`src/rtl/clause_distributor.sv`:
```
`default_nettype none
// ============================================================================
// Module   : clause_distributor
// Brief    : Buffers incoming clauses in a small FIFO and pushes the head into
//            one non-full clause queue per cycle using round-robin priority.
// Revision : 1.0 - initial release
// ============================================================================
module clause_distributor #(
  parameter int NUM_QUEUES   = 4,
  parameter int CLAUSE_WIDTH = 4,
  parameter int ELEM_CNT     = 1024,
  parameter int ELEM_BITS    = $clog2(ELEM_CNT) + 1,
  parameter int BUF_DEPTH    = 4,
  parameter int CNT_WIDTH    = 32
) (
  input  logic                              clock,
  input  logic                              reset,
  input  logic                              in_valid,
  output logic                              in_ready,
  input  logic [CLAUSE_WIDTH*ELEM_BITS-1:0] clause_in,
  input  logic                              flush,
  input  logic [NUM_QUEUES-1:0]             full_in,
  output logic [NUM_QUEUES-1:0]             push_out,
  output logic [CLAUSE_WIDTH*ELEM_BITS-1:0] clause_out,
  output logic [$clog2(BUF_DEPTH):0]        occupancy,
  output logic                              idle,
  output logic [CNT_WIDTH-1:0]              push_count,
  output logic [CNT_WIDTH-1:0]              stall_count
);

  localparam int c_cw = CLAUSE_WIDTH * ELEM_BITS;
  localparam int c_aw = $clog2(BUF_DEPTH);
  localparam int c_ow = c_aw + 1;

  logic [c_cw-1:0]         r_mem [BUF_DEPTH];
  logic [c_aw-1:0]         r_wr_ptr;
  logic [c_aw-1:0]         r_rd_ptr;
  logic [c_ow-1:0]         r_count;
  logic [NUM_QUEUES-1:0]   r_base;
  logic [CNT_WIDTH-1:0]    r_push_count;
  logic [CNT_WIDTH-1:0]    r_stall_count;

  logic                    w_full;
  logic                    w_empty;
  logic                    w_accept;
  logic                    w_pop;
  logic                    w_stall;
  logic [NUM_QUEUES-1:0]   w_req;
  logic [2*NUM_QUEUES-1:0] w_dreq;
  logic [2*NUM_QUEUES-1:0] w_dbase;
  logic [2*NUM_QUEUES-1:0] w_dgnt;
  logic [NUM_QUEUES-1:0]   w_grant;

  assign w_full   = (r_count == c_ow'(BUF_DEPTH));
  assign w_empty  = (r_count == '0);
  assign in_ready = !w_full && !flush && !reset;
  assign w_accept = in_valid && in_ready;

  assign w_req = (!w_empty && !flush) ? ~full_in : '0;

  // Doubled request vector: subtracting the one-hot base isolates the first
  // request at or above base; the upper half catches the wrap-around case.
  assign w_dreq  = {w_req, w_req};
  assign w_dbase = {{NUM_QUEUES{1'b0}}, r_base};
  assign w_dgnt  = w_dreq & ~(w_dreq - w_dbase);
  assign w_grant = w_dgnt[NUM_QUEUES-1:0] | w_dgnt[2*NUM_QUEUES-1:NUM_QUEUES];

  assign w_pop   = |w_grant;
  assign w_stall = !w_empty && !flush && (&full_in);

  assign push_out    = w_grant;
  assign clause_out  = r_mem[r_rd_ptr];
  assign occupancy   = r_count;
  assign idle        = w_empty;
  assign push_count  = r_push_count;
  assign stall_count = r_stall_count;

  // Storage is not reset; only pointers define validity.
  always_ff @(posedge clock) begin
    if (w_accept) begin
      r_mem[r_wr_ptr] <= clause_in;
    end
  end

  always_ff @(posedge clock) begin
    if (reset || flush) begin
      r_wr_ptr <= '0;
      r_rd_ptr <= '0;
      r_count  <= '0;
    end else begin
      if (w_accept) begin
        r_wr_ptr <= r_wr_ptr + c_aw'(1);
      end
      if (w_pop) begin
        r_rd_ptr <= r_rd_ptr + c_aw'(1);
      end
      case ({w_accept, w_pop})
        2'b10:   r_count <= r_count + c_ow'(1);
        2'b01:   r_count <= r_count - c_ow'(1);
        default: r_count <= r_count;
      endcase
    end
  end

  always_ff @(posedge clock) begin
    if (reset) begin
      r_base        <= NUM_QUEUES'(1);
      r_push_count  <= '0;
      r_stall_count <= '0;
    end else begin
      if (w_pop) begin
        r_base       <= {w_grant[NUM_QUEUES-2:0], w_grant[NUM_QUEUES-1]};
        r_push_count <= r_push_count + CNT_WIDTH'(1);
      end
      if (w_stall) begin
        r_stall_count <= r_stall_count + CNT_WIDTH'(1);
      end
    end
  end

endmodule
`default_nettype wire

```
`config.mk`:
```
export PLATFORM = sky130hd
export DESIGN_NAME = clause_distributor
export DESIGN_NICKNAME = d
export VERILOG_FILES = /design/src/rtl/clause_distributor.sv
export SDC_FILE = /design/constraint.sdc
export NUM_CORES = 1
export LEC_CHECK = 0
export ABC_CLOCK_PERIOD_IN_PS = 3300
export BUFFER_PORTS_ARGS = -buffer_cell sky130_fd_sc_hd__buf_4
export CAP_MARGIN = 20
export CELL_PAD_IN_SITES_DETAIL_PLACEMENT = 1
export CELL_PAD_IN_SITES_GLOBAL_PLACEMENT = 1
export CORE_MARGIN = 2
export CORE_UTILIZATION = 42
export DETAILED_ROUTE_END_ITERATION = 10
export GPL_TIMING_DRIVEN = 0
export PLACE_DENSITY = 0.85
export SLEW_MARGIN = 20
export SYNTH_ARGS = -nofsm -noshare
export SYNTH_HDL_FRONTEND = slang
export SYNTH_SLANG_ARGS = --single-unit
```
`constraint.sdc`:
```
create_clock -name clock -period 3.3 [get_ports clock]
set_input_delay 0.33 -clock clock [delete_from_list [all_inputs] [get_ports clock]]
set_output_delay 0.33 -clock clock [all_outputs]
set_load 0.01 [all_outputs]
```
==> metrics.yaml, run 1 <==
run_status: "finished with violations"
violations: "setup timing"
avgSynthCellArea_um2: 14.48
netlist-cell-type-count: 47
worst_hold_slack_ns: 0.02612
powerDensity_nw_per_um2: 508.4
nNetsFinal: 1034
period_needed_ns: 3.376
synth-edff-count: 176
drive_gt1_frac: 0.3488
ant_nets: 0
grt_pass1_vias: 7384
hpwl_mm: 16.93
worstRegToRegCells: 15
clockBufferDepth: 3
postSynthCellCount: 723
root_buffer: "clkbuf_16"
ios: 169
yosys_warnings: 0
hold_start: "clause_in[28]"
numClockSinks: 253
n_antenna_cell: 0
coreArea_um2: 24390
p_sw_frac: 0.2050
dieArea_um2: 26210
worst_slack_ns: -0.07619
r2r-start: "occupancy[1]"
grt_max_degree: 45
regToRegEndpoint: "occupancy[2]"
power_frac_seq: 0.489
ys_async_sr_fraction: 0
hold_viol_final: 0
cp_data_arrival_time_ns: 3.81
dp.cells: 1214
cts-buffers-inserted: 28
hold_class: "primary input to flip-flop"
combPwrFrac: 0.043
start_kind: "flip-flop"
hold_end: "r_mem[3][28]"
final_cells: 1316
overflow: 0
yosys.cell_count.top_type: "edfxtp_1"
rsz0062_at_grt: "yes"
dr.pass1.iters: 6
gp_congestion: 0.8037
holdPathStages: 1
wl_per_cell_um: 19.83
final_max_slew_viol_count: 0
worstPathMaxFanout: 4
rows: 57
synth_area_leaders: "edfxtp_1 50%, dfxtp_1 15%, mux4_2 9.5%"
power_switching_w: 0.001434
intPower_w: 0.005562
syn_to_final_growth_pct: 31.41
synth_commonest_cells: "176 x edfxtp_1, 77 x dfxtp_1, 72 x nor2_1, 44 x mux4_2, 36 x a21oi_1"
finalSetupViolations: 1
synth_top_area_share: 0.5047
antenna_found_initial: 0
dieHeight_um: 161.9
ys_ff_latch: 253
fmax_mhz: 296.2
path_clk_slew_ns: 0.06
drt-total-wl_mm: 26.10
syn-cell-area_um2: 10470
maxCapViolCount: 0
cts_tree: "done"
port_buffers: 167
insertion_delay_ns: 0.53
setup_tns_ns: -0.07619
drc: 0
initial_core_util: 0.4294
synth_top_area_cell: "edfxtp_1"
drt_iter0_markers: 404
die_w_um: 161.9
endpoint_kind: "flip-flop"
via_per_inst: 5.323
required_ns: 3.74
synth_fp_nets: 787
worst-setup-path-type: "flip-flop to flip-flop"
globalRouteTotalUtil: 0.1968
vias: 7005
clock_power_share: 0.469
htreeDepth: 1
fin_skew_ns: 0.01393
reg2reg_setup_slack_ns: -0.08
grt_pass1_wl_mm: 41.12
fin_crit_sh: 1.023
max_slew_margin: 0.4315
ir_drop_mv: 0.3864
synth_seq_area_share: 0.6519
p_leak_nw: 4.910
synth_flop_cell: "edfxtp_1"
worst_pin_slew_ns: 0.8457
## state kept, by name (all words and copies together) (netlist names), named ones only
| signal | count |
|---|---|
| stall_count | 32 |
| push_count | 32 |
| r_mem | 176 |
| r_base | 4 |
| r_wr_ptr | 2 |
| r_rd_ptr | 2 |
| occupancy | 3 |
## placed cells by master (no fill, tap or decap), types with 8 or more instances in the layout
cell type	netlist	layout
buf_4	0	185
edfxtp_1	176	176
dfxtp_1	77	74
nor2_1	72	70
mux4_2	44	44
dlygate4sd3_1	0	35
a21oi_1	36	33
nor2b_1	32	32
mux2_2	30	30
clkbuf_16	0	29
nand3_1	25	25
nand4_1	25	25
nand2_1	24	23
clkbuf_1	22	23
xor2_1	22	21
inv_1	17	15
and3_1	16	12
and4_1	10	10
xnor2_1	8	8
## layout make-up
class / instances / area (µm²)
Clock inverter: 21 / 255.2
Timing Repair Buffer: 219 / 1732
Inverter: 17 / 63.81
Buffer: 33 / 142.6
Clock buffer: 31 / 733.2
Fill cell: 2405 / 10630
Multi-Input combinational cell: 418 / 3592
Sequential cell: 253 / 6838
Tap cell: 324 / 405.4
## kinds of logic (layout without fill, tap and decap cells)
family          Yosys count  in the layout  synth area share
simple gates            238            238            0.1208
buf+inv                  52            321           0.01924
flops                   253            253            0.6519
xor+xnor                 30             30           0.02509
mux                      77             77            0.1300
fa+ha+maj                12             12           0.01577
compound gates           61             61           0.03728
## layer usage
layer	routed length, µm	track usage	up-vias
li1	-	-	3230
met1	11270	0.2615	3548
met2	13020	0.3412	196
met3	1431	0.03524	31
met4	382	0.04023	0
met5	0	0	-
## timing repair
| action | CTS | global route |
|---|---|---|
| hold buffers | 35 | 0 |
| gates resized for setup | 17 | 15 |
| pin swaps | 14 | 11 |
| endpoints found under the setup margin | 34 | 68 |
| endpoints found under the hold margin | 136 | 0 |
| buffers inserted | 13 | 4 |
## metrics by stage
step / power [W] / cell area, µm² / utilization / worst slack [ns]
floorplan: 0.003593 / 10540 / - / -0.09294
global placement: 0.003723 / 12200 / 0.5000 / -0.6399
detailed placement: 0.003739 / 12220 / 0.5008 / -0.7772
CTS: 0.007062 / 13720 / 0.5623 / -0.2004
global route: 0.007208 / 13760 / 0.5642 / -0.1371
finish: 0.006997 / 13760 / 0.5642 / -0.07619
## worst max-delay path, stage by stage (launching register included)
cell and delay (ns):
dfxtp_4 0.37, nor3_4 0.26, or2_1 0.16, buf_6 0.12, nor2_4 0.04, ha_4 0.14
nand4b_1 0.20, a311o_1 0.44, o211a_4 0.28, nand2_4 0.09, ha_4 0.14, inv_2 0.04
fa_2 0.37, xor2_2 0.18, or3_4 0.34, a21oi_2 0.13
## power by group through the flow
stage          Sequential [W]  Combinational, W  Clock [W]
6_report              0.00342          0.000299    0.00328
5_1_grt               0.00342          0.000323    0.00346
4_1_cts               0.00342          0.000297    0.00335
3_5_place_dp          0.00349          0.000250          0
3_3_place_gp          0.00349          0.000235          0
2_1_floorplan         0.00349          0.000105          0
## worst max path at each step
stage	slack [ns]	start	to	depth (start not counted)
floorplan	-0.09	occupancy[1]	occupancy[2]	17
global placement	-0.64	occupancy[1]	occupancy[2]	17
detailed placement	-0.78	occupancy[1]	occupancy[2]	17
CTS	-0.20	occupancy[0]	occupancy[2]	16
global route	-0.14	occupancy[1]	occupancy[2]	15
finish	-0.08	occupancy[1]	occupancy[2]	15
(Power assumes the default switching activity.)
==> run 2: changes to the inputs <==
--- a/config.mk
+++ b/config.mk
@@ -5,13 +5,14 @@
 export SDC_FILE = /design/constraint.sdc
 export NUM_CORES = 1
 export LEC_CHECK = 0
+export ABC_AREA = 1
 export ABC_CLOCK_PERIOD_IN_PS = 3300
 export BUFFER_PORTS_ARGS = -buffer_cell sky130_fd_sc_hd__buf_4
 export CAP_MARGIN = 20
 export CELL_PAD_IN_SITES_DETAIL_PLACEMENT = 1
 export CELL_PAD_IN_SITES_GLOBAL_PLACEMENT = 1
 export CORE_MARGIN = 2
-export CORE_UTILIZATION = 42
+export CORE_UTILIZATION = 40
 export DETAILED_ROUTE_END_ITERATION = 10
 export GPL_TIMING_DRIVEN = 0
 export PLACE_DENSITY = 0.85
==> metrics.yaml, run 2 <==
run_status: "finished clean"
regMostFlops: "r_mem"
fin_crit_sh: 0.9282
cp_data_arrival_time_ns: 2.73
ir_drop_mv: 0.3517
overflow: 0
synth_fp_nets: 1170
root_buffer: "clkbuf_16"
maxCapViolCount: 0
drc: 0
r2r-start: "occupancy[0]"
netlist-cell-type-count: 39
largest_reg_flops: 176
regToRegEndpoint: "occupancy[2]"
numClockSinks: 253
setup_tns_ns: 0
fill_cells: 3074
wl_per_cell_um: 20.17
fin_skew_ns: 0.01335
synth_top_area_cell: "edfxtp_1"
rows: 61
synth_seq_area_share: 0.6119
synth_area_leaders: "edfxtp_1 47%, dfxtp_1 14%, nand2_1 5.2%"
yosys_warnings: 0
initial_core_util: 0.4038
hold_class: "primary input to flip-flop"
die_w_um: 171.0
htreeDepth: 1
worstPathMaxFanout: 10
syn_to_final_growth_pct: 31.48
grt_pass1_wl_mm: 54.74
drive_gt1_frac: 0.2056
reg2reg_setup_slack_ns: 0.26
synth-edff-count: 176
yosys.cell_count.top_type: "edfxtp_1"
ios: 169
period_needed_ns: 3.063
postSynthCellCount: 1106
avgSynthCellArea_um2: 10.09
drt-total-wl_mm: 35.52
layout_common_cells: "178 x buf_4, 176 x edfxtp_1, 153 x nand2_1"
ant_nets: 0
drt_iter0_markers: 636
powerDensity_nw_per_um2: 514.0
via_per_inst: 5.321
path_clk_slew_ns: 0.06
clockBufferDepth: 3
gp_congestion: 0.9003
holdPathStages: 1
dieHeight_um: 171.0
dr.pass1.iters: 5
endpoint_kind: "output pin"
p_leak_nw: 5.395
antenna_found_initial: 2
max_slew_margin: 0.4763
cpPeakStageDelay_ns: 0.36
layout_commonest_cell: "buf_4"
worst_hold_slack_ns: 0.02626
worst-setup-path-type: "flip-flop to output pin"
ys_async_sr_fraction: 0
ys_ff_latch: 253
cp_top_family: "buffers and inverters"
globalRouteTotalUtil: 0.2393
vias: 9370
required_ns: 2.97
finalSetupViolations: 0
synth_commonest_cells: "176 x edfxtp_1, 154 x nand2_1, 145 x nor2_1, 102 x o21ai_0, 78 x inv_1"
hpwl_mm: 23.68
synth_flop_cell: "edfxtp_1"
worst_pin_slew_ns: 0.7855
coreArea_um2: 27630
insertion_delay_ns: 0.54
cts-buffers-inserted: 28
path_buf_inv: 7
cts_tree: "done"
synth_top_area_share: 0.4737
cp_num_cells: 17
dieArea_um2: 29240
path_cells: "nor2_4 -> nand2_2 -> inv_2 -> nor2_4 -> buf_4 -> nand2_4 -> inv_1 -> ha_4 -> nand2_1 -> inv_1 -> nand2_1 -> nand3_1 -> nand3_1 -> nand2_2 -> buf_6 -> inv_1 -> buf_4"
worstRegToRegCells: 22
hold_start: "clause_in[28]"
start_kind: "flip-flop"
p_total_w: 0.007539
hold_end: "r_mem[2][28]"
final_max_slew_viol_count: 0
port_buffers: 168
grt_max_degree: 23
hold_viol_final: 0
crit_path_frequent_cell: "inv_1"
slowest_stage: "dfxtp_4"
grt_pass1_vias: 10130
syn-cell-area_um2: 11160
nNetsFinal: 1423
fmax_mhz: 326.5
==> run 2: worst max-delay path by stage <==
stage / from / end / slack, ns
5_1_grt: occupancy[0] / occupancy[2] / -0.01
6_report: occupancy[0] / push_out[3] / 0.24
3_5_place_dp: occupancy[1] / occupancy[2] / -0.36
2_1_floorplan: flush / r_mem[0][0] / -0.15
3_3_place_gp: flush / r_mem[3][16] / -2.22
4_1_cts: occupancy[2] / occupancy[2] / 0.006
==> run 2: layout make-up <==
type                            instances  area, µm²  share of cell area
Clock inverter                         20      240.2             0.01638
Antenna cell                            2      5.005           0.0003412
Timing Repair Buffer                  226       1957              0.1334
Sequential cell                       253       6833              0.4658
Inverter                               83      311.5             0.02124
Clock buffer                           32      737.0             0.05024
Buffer                                 49      247.7             0.01689
Multi-Input combinational cell        718       3865              0.2635
Tap cell                              378      473.0             0.03224
==> run 2: kinds of logic after synthesis <==
logic type	Yosys count	share of synthesized area
AO/OA/AOI/OAI	217	0.1044
XOR/XNOR	44	0.03454
adder cells (fa/ha/maj)	12	0.01480
buffers and inverters	135	0.05181
flip-flops	253	0.6119
AND/OR/NAND/NOR	445	0.1826
==> run 2: repair_timing <==
action / 4_1_cts / 5_1_grt
endpoints found under the hold margin: 172 / 0
hold buffers: 43 / 0
cloned: 0 / 0
setup buffers: 5 / 2
resized for setup: 7 / 13
pin swaps: 6 / 4
endpoints found under the setup margin: 2 / 4
==> run 2: where the power goes <==
part / internal [W] / switching [W]
clock: 0.00200 / 0.00132
combinational: 0.000306 / 0.000456
sequential: 0.00343 / 0.0000242
total: 0.00573 / 0.00180
==> run 2: metrics by stage <==
stage / area, µm² / utilization / setup WS, ns / cells
floorplan: 11170 / - / -0.1504 / 1106
global placement: 12900 / 0.4669 / -2.217 / 1652
detailed placement: 13140 / 0.4757 / -0.3626 / 1660
CTS: 14630 / 0.5295 / 0.006160 / 1760
global route: 14670 / 0.5309 / -0.01297 / 1761
finish: 14670 / 0.5309 / 0.2371 / 1761
==> run 2: routing by layer <==
metal / vias up / global-route usage / routed length (µm)
li1: 4401 / - / -
met4: 0 / 0.07074 / 811
met5: - / 0 / 0
met1: 4596 / 0.2707 / 13720
met3: 69 / 0.04488 / 2176
met2: 304 / 0.4541 / 18800
